[src/rtl/spi_capture_responder.sv]
// spi_capture_responder: buffers camera pixels in a FIFO and returns one
// 16-bit word per SPI transfer (mode 0, MSB first) to an external master.
//
// Ports:
//   SYSCLK, RESET          - sole clock (rising edge), synchronous active-high reset
//   cs, SPI_CLK            - SPI chip select (active low) and clock, asynchronous
//   miso                   - serial data to master, registered
//   capture_en             - pixels accepted only while high
//   pix_valid/pix_sof/pix_data - pixel strobe, start-of-frame flag, 12-bit value
//   fifo_level             - current FIFO occupancy
//   overflow, underrun     - sticky error flags, cleared only by RESET
//   abort_count            - truncated transfers, saturating at 255
//
// Optional build macro SPI_CAPTURE_STATUS_TAG_EN: when defined the FIFO keeps
// the sof flag and words are {valid, sof, 2'b00, pixel}; otherwise words are
// {4'b0000, pixel}. The empty (underrun) word is 16'h0000 in both builds.
module spi_capture_responder #(
  parameter int unsigned FIFO_DEPTH  = 16,
  parameter int unsigned SYNC_STAGES = 2
) (
  input  logic                          SYSCLK,
  input  logic                          RESET,
  input  logic                          cs,
  input  logic                          SPI_CLK,
  output logic                          miso,
  input  logic                          capture_en,
  input  logic                          pix_valid,
  input  logic                          pix_sof,
  input  logic [11:0]                   pix_data,
  output logic [$clog2(FIFO_DEPTH):0]   fifo_level,
  output logic                          overflow,
  output logic                          underrun,
  output logic [7:0]                    abort_count
);

  localparam int unsigned AW = $clog2(FIFO_DEPTH);
  localparam int unsigned LW = AW + 1;
`ifdef SPI_CAPTURE_STATUS_TAG_EN
  localparam int unsigned EW = 13;
`else
  localparam int unsigned EW = 12;
`endif

  typedef enum logic [1:0] {IDLE, LOAD, SHIFT} state_t;

  state_t state, state_next;

  // Input synchronizers plus one edge-detect register per line
  logic [SYNC_STAGES-1:0] cs_sync, sclk_sync;
  logic                   cs_d, sclk_d;
  logic                   cs_s, sclk_s;
  logic                   cs_fall, cs_rise, sclk_rise, sclk_fall;

  always_ff @(posedge SYSCLK) begin
    if (RESET) begin
      cs_sync   <= '1;
      sclk_sync <= '0;
      cs_d      <= 1'b1;
      sclk_d    <= 1'b0;
    end else begin
      cs_sync[0]   <= cs;
      sclk_sync[0] <= SPI_CLK;
      for (int i = 1; i < int'(SYNC_STAGES); i++) begin
        cs_sync[i]   <= cs_sync[i-1];
        sclk_sync[i] <= sclk_sync[i-1];
      end
      cs_d   <= cs_s;
      sclk_d <= sclk_s;
    end
  end

  assign cs_s      = cs_sync[SYNC_STAGES-1];
  assign sclk_s    = sclk_sync[SYNC_STAGES-1];
  assign cs_fall   = cs_d & ~cs_s;
  assign cs_rise   = ~cs_d & cs_s;
  assign sclk_rise = ~sclk_d & sclk_s;
  assign sclk_fall = sclk_d & ~sclk_s;

  // Pixel FIFO
  logic [EW-1:0] mem [FIFO_DEPTH];
  logic [AW-1:0] wr_ptr, rd_ptr;
  logic          full, empty, push_req, push, pop;
  logic [EW-1:0] wr_data, rd_data;
  logic [15:0]   head_word, load_word;

  assign full     = (fifo_level == LW'(FIFO_DEPTH));
  assign empty    = (fifo_level == '0);
  assign push_req = pix_valid & capture_en;
  assign push     = push_req & ~full;
  assign rd_data  = mem[rd_ptr];

`ifdef SPI_CAPTURE_STATUS_TAG_EN
  assign wr_data   = {pix_sof, pix_data};
  assign head_word = {1'b1, rd_data[12], 2'b00, rd_data[11:0]};
`else
  logic unused_sof;
  assign unused_sof = pix_sof;
  assign wr_data    = pix_data;
  assign head_word  = {4'b0000, rd_data};
`endif

  assign load_word = empty ? 16'h0000 : head_word;

  always_ff @(posedge SYSCLK) begin
    if (push) mem[wr_ptr] <= wr_data;
  end

  // Pointers wrap naturally since FIFO_DEPTH is a power of two
  always_ff @(posedge SYSCLK) begin
    if (RESET) begin
      wr_ptr     <= '0;
      rd_ptr     <= '0;
      fifo_level <= '0;
      overflow   <= 1'b0;
    end else begin
      if (push) wr_ptr <= wr_ptr + AW'(1);
      if (pop)  rd_ptr <= rd_ptr + AW'(1);
      case ({push, pop})
        2'b10:   fifo_level <= fifo_level + LW'(1);
        2'b01:   fifo_level <= fifo_level - LW'(1);
        default: fifo_level <= fifo_level;
      endcase
      if (push_req && full) overflow <= 1'b1;
    end
  end

  // Transfer FSM: state register
  logic [4:0] bit_cnt;
  logic       bits_left;

  assign bits_left = (bit_cnt < 5'd16);

  always_ff @(posedge SYSCLK) begin
    if (RESET) state <= IDLE;
    else       state <= state_next;
  end

  // Transfer FSM: next state
  always_comb begin
    state_next = state;
    case (state)
      IDLE:    if (cs_fall) state_next = LOAD;
      LOAD:    state_next = SHIFT;
      SHIFT:   if (cs_rise) state_next = IDLE;
      default: state_next = IDLE;
    endcase
  end

  // Transfer FSM: control outputs
  logic load_c, shift_c, count_c, abort_c, end_c;

  always_comb begin
    load_c  = 1'b0;
    shift_c = 1'b0;
    count_c = 1'b0;
    abort_c = 1'b0;
    end_c   = 1'b0;
    case (state)
      LOAD:  load_c = 1'b1;
      SHIFT: begin
        end_c   = cs_rise;
        abort_c = cs_rise & bits_left;
        count_c = ~cs_rise & sclk_rise & bits_left;
        shift_c = ~cs_rise & sclk_fall & bits_left;
      end
      default: ;
    endcase
  end

  assign pop = load_c & ~empty;

  // Shift register, bit counter, miso and status registers
  logic [15:0] shift_reg;

  always_ff @(posedge SYSCLK) begin
    if (RESET) begin
      shift_reg   <= '0;
      bit_cnt     <= '0;
      miso        <= 1'b0;
      underrun    <= 1'b0;
      abort_count <= '0;
    end else begin
      if (load_c) begin
        shift_reg <= load_word;
        bit_cnt   <= '0;
        miso      <= load_word[15];
        if (empty) underrun <= 1'b1;
      end else if (end_c) begin
        // Word is discarded on any transfer end; nothing is re-pushed
        shift_reg <= '0;
        miso      <= 1'b0;
      end else begin
        if (count_c) bit_cnt <= bit_cnt + 5'd1;
        if (shift_c) begin
          shift_reg <= {shift_reg[14:0], 1'b0};
          miso      <= shift_reg[14];
        end
      end
      if (abort_c && abort_count != 8'hFF) abort_count <= abort_count + 8'd1;
    end
  end

endmodule

[config.mk]
export PLATFORM = sky130hd
export DESIGN_NAME = spi_capture_responder
export DESIGN_NICKNAME = d
export VERILOG_FILES = /design/src/rtl/spi_capture_responder.sv
export SDC_FILE = /design/constraint.sdc
export NUM_CORES = 1
export LEC_CHECK = 0
export CORE_MARGIN = 5
export CORE_UTILIZATION = 45
export DETAILED_ROUTE_END_ITERATION = 6
export GPL_ROUTABILITY_DRIVEN = 0
export PLACE_DENSITY = 0.62
export SETUP_SLACK_MARGIN = 0.4
export SYNTH_ARGS = -nofsm -noshare
export SYNTH_HDL_FRONTEND = slang
export SYNTH_SLANG_ARGS = --single-unit
[constraint.sdc]
create_clock -name SYSCLK -period 3.3 [get_ports SYSCLK]
set_input_delay 0.495 -clock SYSCLK [delete_from_list [all_inputs] [get_ports SYSCLK]]
set_output_delay 0.495 -clock SYSCLK [all_outputs]
set_load 0.02 [all_outputs]
# After elaboration in Yosys (flattened, before gate mapping)
# Memory sizes are Yosys's and may differ from the RTL's. A register that Yosys moved wholly into a read port is not among the register bits.
# Index checks and enable logic that the tools add are counted.
# W data, S select, Z words.
[classes]
n_addsub = 6
n_lt_le_gt_ge = 1
n_eq_ne = 8
mux = 20
bitwise_logic = 20
reduce_logical = 10
[ops]
columns = ["cell", "n"]
rows = [
  ["$mux W15", 3],
  ["$and A1 B1 Y1", 12],
  ["$mux W12", 1],
  ["$add A5 B1 Y5 const B", 2],
  ["$mux W1", 10],
  ["$pmux W5 S2", 1],
  ["$add A4 B1 Y4 const B", 2],
  ["$add A8 B1 Y8 const B", 1],
  ["$mux W4", 2],
  ["$ne A8 B8 Y1 const B", 1],
  ["$not A1 Y1", 8],
  ["$pmux W2 S3", 1],
  ["$reduce_and A2 Y1", 3],
  ["$eq A5 B5 Y1 const B", 1],
  ["$logic_not A5 Y1", 1],
  ["$lt A5 B5 Y1 const B", 1],
  ["$sub A5 B1 Y5 const B", 1],
  ["$eq A2 B1 Y1 const B", 2],
  ["$eq A2 B2 Y1 const B", 2],
  ["$mux W2", 2],
  ["$ne A2 B2 Y1 const B", 2],
  ["$reduce_bool A3 Y1", 1],
  ["$logic_and A1 B1 Y1", 2],
  ["$logic_not A2 Y1", 1],
  ["2 further kinds", 2],
]
[word_totals]
ff_bits = 52
mem_bits_rw = 192
in_bits = 19
out_inout_bits = 16
word_cells = 80
n_memories = 1
[mem_list]
columns = ["name", "depth", "width", "read_ports", "rd_clocked_by_memory_dff", "write_ports", "line_no", "rtl"]
rows = [
  ["mem", 16, 12, 1, 1, 1, "80", "logic [EW-1:0] mem [FIFO_DEPTH];"],
]

# Logic depth before layout (Yosys ltp)
# Gate-level depths: netlist of run 1.
[logic_depth]
word_depth = 9
mapped_depth = 13
mapped_depth_nobuf = 10

# Worst setup path before layout of run 1
# OpenSTA, ideal clock, no wires.
[synth_path]
kind = "register to register"
from = "register fifo_level[2]"
to = "register fifo_level[4]"
arrival_ns = 2.944
slack_ns = 0.232
stages_incl_launch_ff = 14
path_buffers = 3
path_cell_list = "dfxtp_1 buf_2 nor4_4 nor2b_1 nor2_1 buf_2 ha_1 clkbuf_1 xor2_1 ha_1 a31oi_1 o22ai_1 mux2i_1 mux2_1"
[synth_via]
elab_chain_cells = 5
[synth_rtl]
columns = ["item", "line_no", "rtl"]
rows = [
  ["start: declaration", "30", "output logic [$clog2(FIFO_DEPTH):0] fifo_level,"],
  ["start signal: assignment", "119", "2'b10: fifo_level <= fifo_level + LW'(1);"],
  ["start signal: assignment", "120", "2'b01: fifo_level <= fifo_level - LW'(1);"],
  ["start signal: assignment", "121", "default: fifo_level <= fifo_level;"],
  ["$logic_not A5 Y1 (*)", "87", "assign empty = (fifo_level == '0);"],
  ["$not A1 Y1 (*)", "170", "assign pop = load_c & ~empty;"],
  ["$and A1 B1 Y1 (*)", "170", ""],
  ["named net pop", "82", "logic full, empty, push_req, push, pop;"],
  ["$eq A2 B1 Y1 / $eq A2 B2 Y1 (equally long branches)", "118", "case ({push, pop})"],
  ["$pmux W5 S2 / $reduce_bool A2 Y1 (equally long branches)", "-", ""],
]
# The timed path passes the listed nets; every way through them passes the cells marked *.
# A chain may end at the register's enable or synchronous reset.

# Worst setup path after layout of run 1
[layout_path]
from = "register fifo_level[0]"
to = "register fifo_level[4]"
[layout_via]
elab_chain_cells = 5
[layout_rtl]
columns = ["item", "line_no"]
rows = [
  ["$eq A5 B5 Y1 / $logic_not A5 Y1 (equally long branches)", "86, 87"],
  ["$not A1 Y1 (on tied branches)", "89, 170"],
  ["$and A1 B1 Y1 (on tied branches)", "89, 170"],
  ["$eq A2 B1 Y1 / $eq A2 B2 Y1 (equally long branches)", "118"],
  ["$pmux W5 S2 / $reduce_bool A2 Y1 (equally long branches)", "-"],
]
# Several ways; a longest one is shown, not always the timed one.

==> results of run 1 <==
## stage by stage
| stage | std cells | util (%) |
|---|---|---|
| 3_3_place_gp | 893 | 49.31 |
| 2_1_floorplan | 594 | - |
| 3_5_place_dp | 893 | 49.31 |
| 4_1_cts | 939 | 53.20 |
| 5_1_grt | 939 | 53.25 |
| 6_report | 939 | 53.25 |
## cells in the mapped netlist, types with 4 or more instances
library cell	count	area share, %
a211oi_1	11	0.85
a21oi_1	12	0.62
a22oi_1	22	1.7
buf_2	10	0.52
clkbuf_1	16	0.62
dfxtp_1	56	12
edfxtp_1	192	60
ha_1	9	1.2
inv_1	4	0.16
mux2i_1	11	1.1
mux4_2	47	11
nand2_1	44	1.7
nand2b_1	8	0.52
nand3_1	5	0.26
nand4_1	6	0.39
nor2_1	63	2.4
nor2b_1	10	0.65
nor3_1	6	0.31
o21ai_0	15	0.78
or2_2	4	0.26
xnor2_1	4	0.36
xor2_1	13	1.2
## logic make-up (layout without fill, tap and decap cells)
| group | count (synthesis) | count (layout) | synth area share [%] |
|---|---|---|---|
| xor gates and xnor gates | 17 | 17 | 1.539 |
| muxes | 60 | 60 | 12.32 |
| and+or+nand+nor | 156 | 156 | 7.413 |
| adders and majority gates | 9 | 9 | 1.164 |
| AOI/OAI and AO/OA | 69 | 69 | 4.683 |
| buffers and inverters | 35 | 105 | 1.682 |
| DFF | 248 | 248 | 71.20 |
## power groups by stage
| stage | sequential, mW | combinational [mW] | clock [mW] |
|---|---|---|---|
| 2_1_floorplan | 3.47 | 0.0905 | 0 |
| 3_3_place_gp | 3.47 | 0.168 | 0 |
| 3_5_place_dp | 3.47 | 0.177 | 0 |
| 4_1_cts | 3.40 | 0.181 | 2.79 |
| 5_1_grt | 3.41 | 0.199 | 2.95 |
| 6_report | 3.41 | 0.180 | 2.72 |
## area by class of cell
| cell class | instances | area [µm²] | area share (%) |
|---|---|---|---|
| sequential | 248 | 6892 | 61.37 |
| multi-input combinational | 311 | 2666 | 23.74 |
| clock buffer | 32 | 694.4 | 6.184 |
| timing repair buffer | 56 | 510.5 | 4.546 |
| tap | 275 | 344.1 | 3.064 |
| clock inverter | 13 | 107.6 | 0.9582 |
| inverter | 4 | 15.01 | 0.1337 |
## timing repair
action	4_1_cts	5_1_grt
pin swaps	1	1
gates resized for setup	3	2
hold endpoints to repair	0	0
setup buffers	1	0
setup endpoints to repair	3	1
## worst paths after layout
path / startpoint / endpoint / slack [ns] / cells past startpoint
max reg2reg: fifo_level[0] / fifo_level[4] / 0.56 / 10
max: fifo_level[0] / fifo_level[4] / 0.56 / 10
min: cs_sync[0] / cs_sync[1] / 0.41 / 1
min reg2reg: cs_sync[0] / cs_sync[1] / 0.41 / 1
## layer usage
metal  vias up  wire length, µm  track usage [%]
met5         -                0                0
met1      2653             8224            21.24
met3        31              822            2.600
met2       100             9112            26.33
met4         0              333            3.388
li1       2400                -                -
## cells in the final DEF (no fill, tap or decap), types with 2 or more instances in the layout
| cell | netlist | final |
|---|---|---|
| clkinv_1 | 0 | 8 |
| mux4_2 | 47 | 47 |
| nand4_1 | 6 | 6 |
| mux2_1 | 2 | 2 |
| nand3_1 | 5 | 5 |
| edfxtp_1 | 192 | 192 |
| o21ai_0 | 15 | 15 |
| bufinv_16 | 0 | 2 |
| a2111oi_0 | 2 | 2 |
| nor2b_1 | 10 | 9 |
| inv_1 | 4 | 4 |
| xor2_1 | 13 | 13 |
| nand2b_1 | 8 | 8 |
| nor3_1 | 6 | 2 |
| buf_4 | 3 | 22 |
| dfxtp_1 | 56 | 54 |
| a22oi_1 | 22 | 22 |
| a21oi_1 | 12 | 12 |
| clkbuf_1 | 16 | 5 |
| nor3_2 | 0 | 4 |
| nand2_1 | 44 | 44 |
| xnor2_1 | 4 | 4 |
| mux2i_1 | 11 | 11 |
| clkinv_2 | 0 | 2 |
| clkdlybuf4s50_1 | 0 | 32 |
| clkbuf_16 | 0 | 27 |
| or2_2 | 4 | 4 |
| a41oi_1 | 2 | 2 |
| a211oi_1 | 11 | 11 |
| nor2_1 | 63 | 62 |
| or3_1 | 3 | 3 |
| ha_1 | 9 | 8 |
## critical path, cell delays in order (launching register included)
cell and delay (ns):
dfxtp_1 0.38, nor4_4 0.40, nor2b_4 0.24, nor2_4 0.05
ha_2 0.24, xor2_1 0.16, ha_1 0.21, a31oi_2 0.21
o22ai_1 0.14, mux2i_1 0.24, mux2_1 0.35
==> impl_metrics.csv, run 1 <==
group,metric,value,unit
outcome,status,"finished clean",
power_and_ir_drop,p_sw_share,19.21,%
sta,max_freq,364.8,MHz
floorplan,dieWidth,156.6,µm
floorplan,start_util,45.86,%
detailed_routing,route.vias.total,5184,
power_and_ir_drop,p_total,6.301,mW
placement,placed_area,0.01040,mm²
worst_setup_path,path_class,"reg2reg",
global_routing,grt_pass1_vias,5311,
finish,largest_reg_flops,192,
global_routing,grt_max_degree,54,
global_routing,grtUsageTotal,15.50,%
sta,min_period,2.741,ns
placement,dpl.hpwl,12150,µm
finish,n_antenna_cell,0,
clock_network,clock_latency,0.51,ns
synth,ys_types,40,
floorplan,core-area,0.02109,mm²
run,max-cap-violations,0,
detailed_routing,viasPerCell,5.521,
detailed_routing,dr.pass1.iters,4,
sta,slew-limit-headroom,37.61,%
worst_setup_path,end_kind,"register",
global_routing,grt_overflow,0,
worst_setup_path,critical_path_required,3.70,ns
power_and_ir_drop,clock_power_share,43.1,%
power_and_ir_drop,p_seq_share,54.0,%
sta,hold_violations,0,
detailed_routing,drtIter0Drc,343,
clock_network,ctsRootBufferMaster,"clkbuf_16",
global_routing,antenna_found_initial,0,
worst_setup_path,cp_max_fo,10,
synth,syn_area,0.009672,mm²
floorplan,io_pins,35,
detailed_routing,drtAntennaViolNets,0,
power_and_ir_drop,switchingPower,1.210,mW
detailed_routing,wl_per_cell,19.69,µm
synth,yosysSeqAreaShare,71.20,%
power_and_ir_drop,power.internal,5.091,mW
floorplan,placementRows,53,
worst_setup_path,crit_arrival,3.14,ns
sta,tightest_slew,0.9359,ns
placement,port_buffers,33,
clock_network,cts.clk_slew.worst_paths,0.06,ns
finish,final_nets,675,
floorplan,die_h,156.6,µm
finish,syn2layout_area_growth,16.11,%
clock_network,cts_made_buffers,26,
finish,fillCellCount,1709,
detailed_routing,remaining_drc_errors,0,
finish,drive_gt1_share,17.77,%
power_and_ir_drop,power_density,561.1,mW/mm²
power_and_ir_drop,ir_worst_vdd,0.4220,mV
synth,yosys_warnings,0,
floorplan,fp.dieArea,0.02453,mm²
placement,pre_cts_slack,0.001914,ns
hold_path,hp-class,"reg2reg",
synth,synth-edff-count,192,
sta,grt_setup_unrepaired,"false",
synth,synth_nets,622,
global_routing,grt_pass1_wl,29750,µm
detailed_routing,drt_wl_total,18490,µm
synth,async_reset_ff_share,0,%
sta,fin_tns_setup,0,ns
sta,setup_ws,0.5590,ns
clock_network,cts_tree,"built",
synth,synth.avg_cell_area,16.28,µm²
synth,syn_inst,594,
clock_network,cts.sink_count,248,
sta,fin_crit_sh,83.06,%
power_and_ir_drop,p_leak,3.633,nW
sta,maxSlewViolCount,0,
synth,synth_flop_cell,"edfxtp_1",
power_and_ir_drop,combinationalPowerShare,2.9,%
sta,setup_viol,0,
clock_network,clk_path_buf_depth,3,
synth,ys_ff_latch,248,
sta,holdWs,0.4125,ns
finish,final_area,0.01123,mm²
clock_network,holdBufCountCts,0,
worst_setup_path,startpoint_type,"register",
sta,fin_skew,0.01109,ns
clock_network,cts_htree_levels,1,
Note: power is estimated with default switching activity, not from simulation.
==> run 2, diff against run 1 <==
- PLACE_DENSITY: 0.62 -> 0.64
- clock period: 3.3 -> 2.4 ns (I/O delays scaled with it)
==> impl_metrics.csv, run 2 (synthesis results as in run 1) <==
group,metric,value,unit
finish,syn2layout_area_growth,19.73,%
finish,layout_common_cells,"edfxtp_1, dfxtp_1, nor2_1",
floorplan,start_util,45.86,%
placement,port_buffers,33,
global_routing,grt_pass1_vias,5364,
worst_setup_path,cp.depth,10,
clock_network,clock_latency,0.53,ns
placement,placed_area,0.01079,mm²
global_routing,antenna_found_initial,0,
detailed_routing,route.vias.total,5255,
finish,multi_input_area,0.002783,mm²
power_and_ir_drop,clock_power_share,41.3,%
sta,holdWs,0.4088,ns
run,max-cap-violations,0,
worst_setup_path,reg2reg_from,"fifo_level[1]",
finish,fillCellCount,1667,
global_routing,grtUsageTotal,16.38,%
finish,drive_gt1_share,23.16,%
global_routing,grt_overflow,0,
detailed_routing,dr.pass1.iters,4,
detailed_routing,viasPerCell,5.514,
clock_network,cts_tree,"built",
clock_network,ctsRootBufferMaster,"clkbuf_16",
power_and_ir_drop,p_seq_share,55.4,%
power_and_ir_drop,power.internal,6.727,mW
power_and_ir_drop,switchingPower,1.703,mW
finish,final_nets,688,
sta,max_freq,430.9,MHz
sta,setup_viol,0,
detailed_routing,drtAntennaViolNets,0,
worst_setup_path,r2r_end,"fifo_level[4]",
worst_setup_path,path_cells,"nor4_4 -> nor2b_4 -> nor2_4 -> ha_4 -> xor2_1 -> ha_2 -> a31oi_4 -> o22ai_2 -> mux2i_1 -> mux2_1",
worst_setup_path,crit_slowest_cell,"dfxtp_2",
sta,hold_violations,0,
power_and_ir_drop,combinationalPowerShare,3.3,%
worst_setup_path,max_stage_delay,0.33,ns
floorplan,dieWidth,156.6,µm
worst_setup_path,cp_max_fo,3,
placement,dpl.hpwl,12090,µm
power_and_ir_drop,ir_worst_vdd,0.6187,mV
outcome,status,"finished clean",
detailed_routing,drt_wl_total,19600,µm
sta,fin_crit_sh,96.71,%
finish,n_antenna_cell,0,
floorplan,io_pins,35,
worst_setup_path,r2r_slack,0.08,ns
clock_network,cts_made_buffers,24,
worst_setup_path,end_kind,"register",
detailed_routing,wl_per_cell,20.57,µm
worst_setup_path,critPathBufInv,0,
hold_path,holdPathEnd,"cs_sync[0]",
floorplan,fp.dieArea,0.02453,mm²
power_and_ir_drop,p_leak,3.759,nW
clock_network,clk_path_buf_depth,3,
worst_setup_path,cp_top_family,"simple AND/OR/NAND/NOR gates",
clock_network,holdBufCountCts,0,
sta,min_period,2.321,ns
floorplan,die_h,156.6,µm
floorplan,core-area,0.02109,mm²
power_and_ir_drop,p_total,8.430,mW
global_routing,grt_pass1_wl,30800,µm
finish,regArea,0.006894,mm²
detailed_routing,remaining_drc_errors,0,
power_and_ir_drop,power_density,728.0,mW/mm²
sta,grt_setup_unrepaired,"true",
clock_network,cts.clk_slew.worst_paths,0.06,ns
worst_setup_path,path_class,"reg2reg",
sta,maxSlewViolCount,0,
hold_path,hp-class,"in2reg",
sta,slew-limit-headroom,38.09,%
finish,largest_reg_flops,192,
worst_setup_path,startpoint_type,"register",
floorplan,placementRows,53,
sta,fin_skew,0.02684,ns
detailed_routing,drtIter0Drc,291,
worst_setup_path,critical_path_required,2.80,ns
sta,tightest_slew,0.9286,ns
worst_setup_path,crit_arrival,2.72,ns
hold_path,holdPathStages,2,
finish,final_area,0.01158,mm²
clock_network,cts_htree_levels,1,
finish,final_common_cell,"edfxtp_1",
hold_path,min-delay-start,"cs",
worst_setup_path,rr_worst_depth,10,
clock_network,cts.sink_count,248,
global_routing,grt_max_degree,54,
power_and_ir_drop,p_sw_share,20.20,%
## run 2: changes by cell type in the layout (fill, tap and decap cells not counted), moves of 4 or more
cell,previous run,this run
nor3_4,0,4
nor2_2,0,14
clkdlybuf4s50_1,32,26
dlygate4sd2_1,0,4
buf_12,1,16
nor2_1,62,48
## run 2: through the flow
| step | setup slack, ns | utilization, % | instances | TNS [ns] |
|---|---|---|---|---|
| global route | -0.03488 | 54.91 | 953 | -0.04453 |
| global placement | -0.1165 | 51.19 | 906 | -0.2146 |
| CTS | 0.02239 | 54.74 | 951 | 0 |
| finish | 0.07904 | 54.91 | 953 | 0 |
| detailed placement | -0.1671 | 51.19 | 906 | -0.3855 |
| floorplan | -0.3202 | - | 594 | -0.6687 |
## run 2: worst max-delay path by stage
| stage | startpoint | endpoint | slack [ns] |
|---|---|---|---|
| CTS | fifo_level[2] | fifo_level[4] | 0.02 |
| global placement | pix_valid | fifo_level[4] | -0.12 |
| global route | fifo_level[1] | fifo_level[4] | -0.03 |
| detailed placement | pix_valid | fifo_level[4] | -0.17 |
| floorplan | fifo_level[2] | fifo_level[4] | -0.32 |
| finish | fifo_level[1] | fifo_level[4] | 0.08 |
## run 2: timing repair
action,in CTS,in global routing
hold endpoints to repair,0,0
pin swaps,9,5
buffers inserted,1,2
endpoints found under the setup margin,21,19
resized for setup,9,7
## run 2: power by group through the flow
stage	clock network (mW)	logic [mW]	registers (mW)
finish	3.48	0.274	4.67
floorplan	0	0.136	4.77
CTS	3.56	0.273	4.67
global route	3.76	0.299	4.67
detailed placement	0	0.270	4.77
global placement	0	0.261	4.76
## run 2: worst reg2reg max path, cell delays in order (launching register included)
cell	delay, ns
dfxtp_2	0.33
nor4_4	0.34
nor2b_4	0.24
nor2_4	0.05
ha_4	0.16
xor2_1	0.14
ha_2	0.19
a31oi_4	0.17
o22ai_2	0.09
mux2i_1	0.18
mux2_1	0.33
## run 2: layout make-up
cell class / count / share of cell area, %
Inverter: 4 / 0.1297
Clock buffer: 30 / 5.381
Clock inverter: 14 / 0.9508
Timing Repair Buffer: 71 / 7.002
Sequential cell: 248 / 59.54
Tap cell: 275 / 2.971
Multi-Input combinational cell: 311 / 24.03
## run 2: routing by layer
metal | up-vias | wire length, µm | GRT usage (%) | part of all wire (%)
met5 | - | 0 | 0 | 0
met4 | 0 | 489 | 4.298 | 2.5
met3 | 34 | 1123 | 2.489 | 5.7
met2 | 146 | 9845 | 28.45 | 50
met1 | 2656 | 8142 | 21.74 | 42
li1 | 2419 | - | - | -
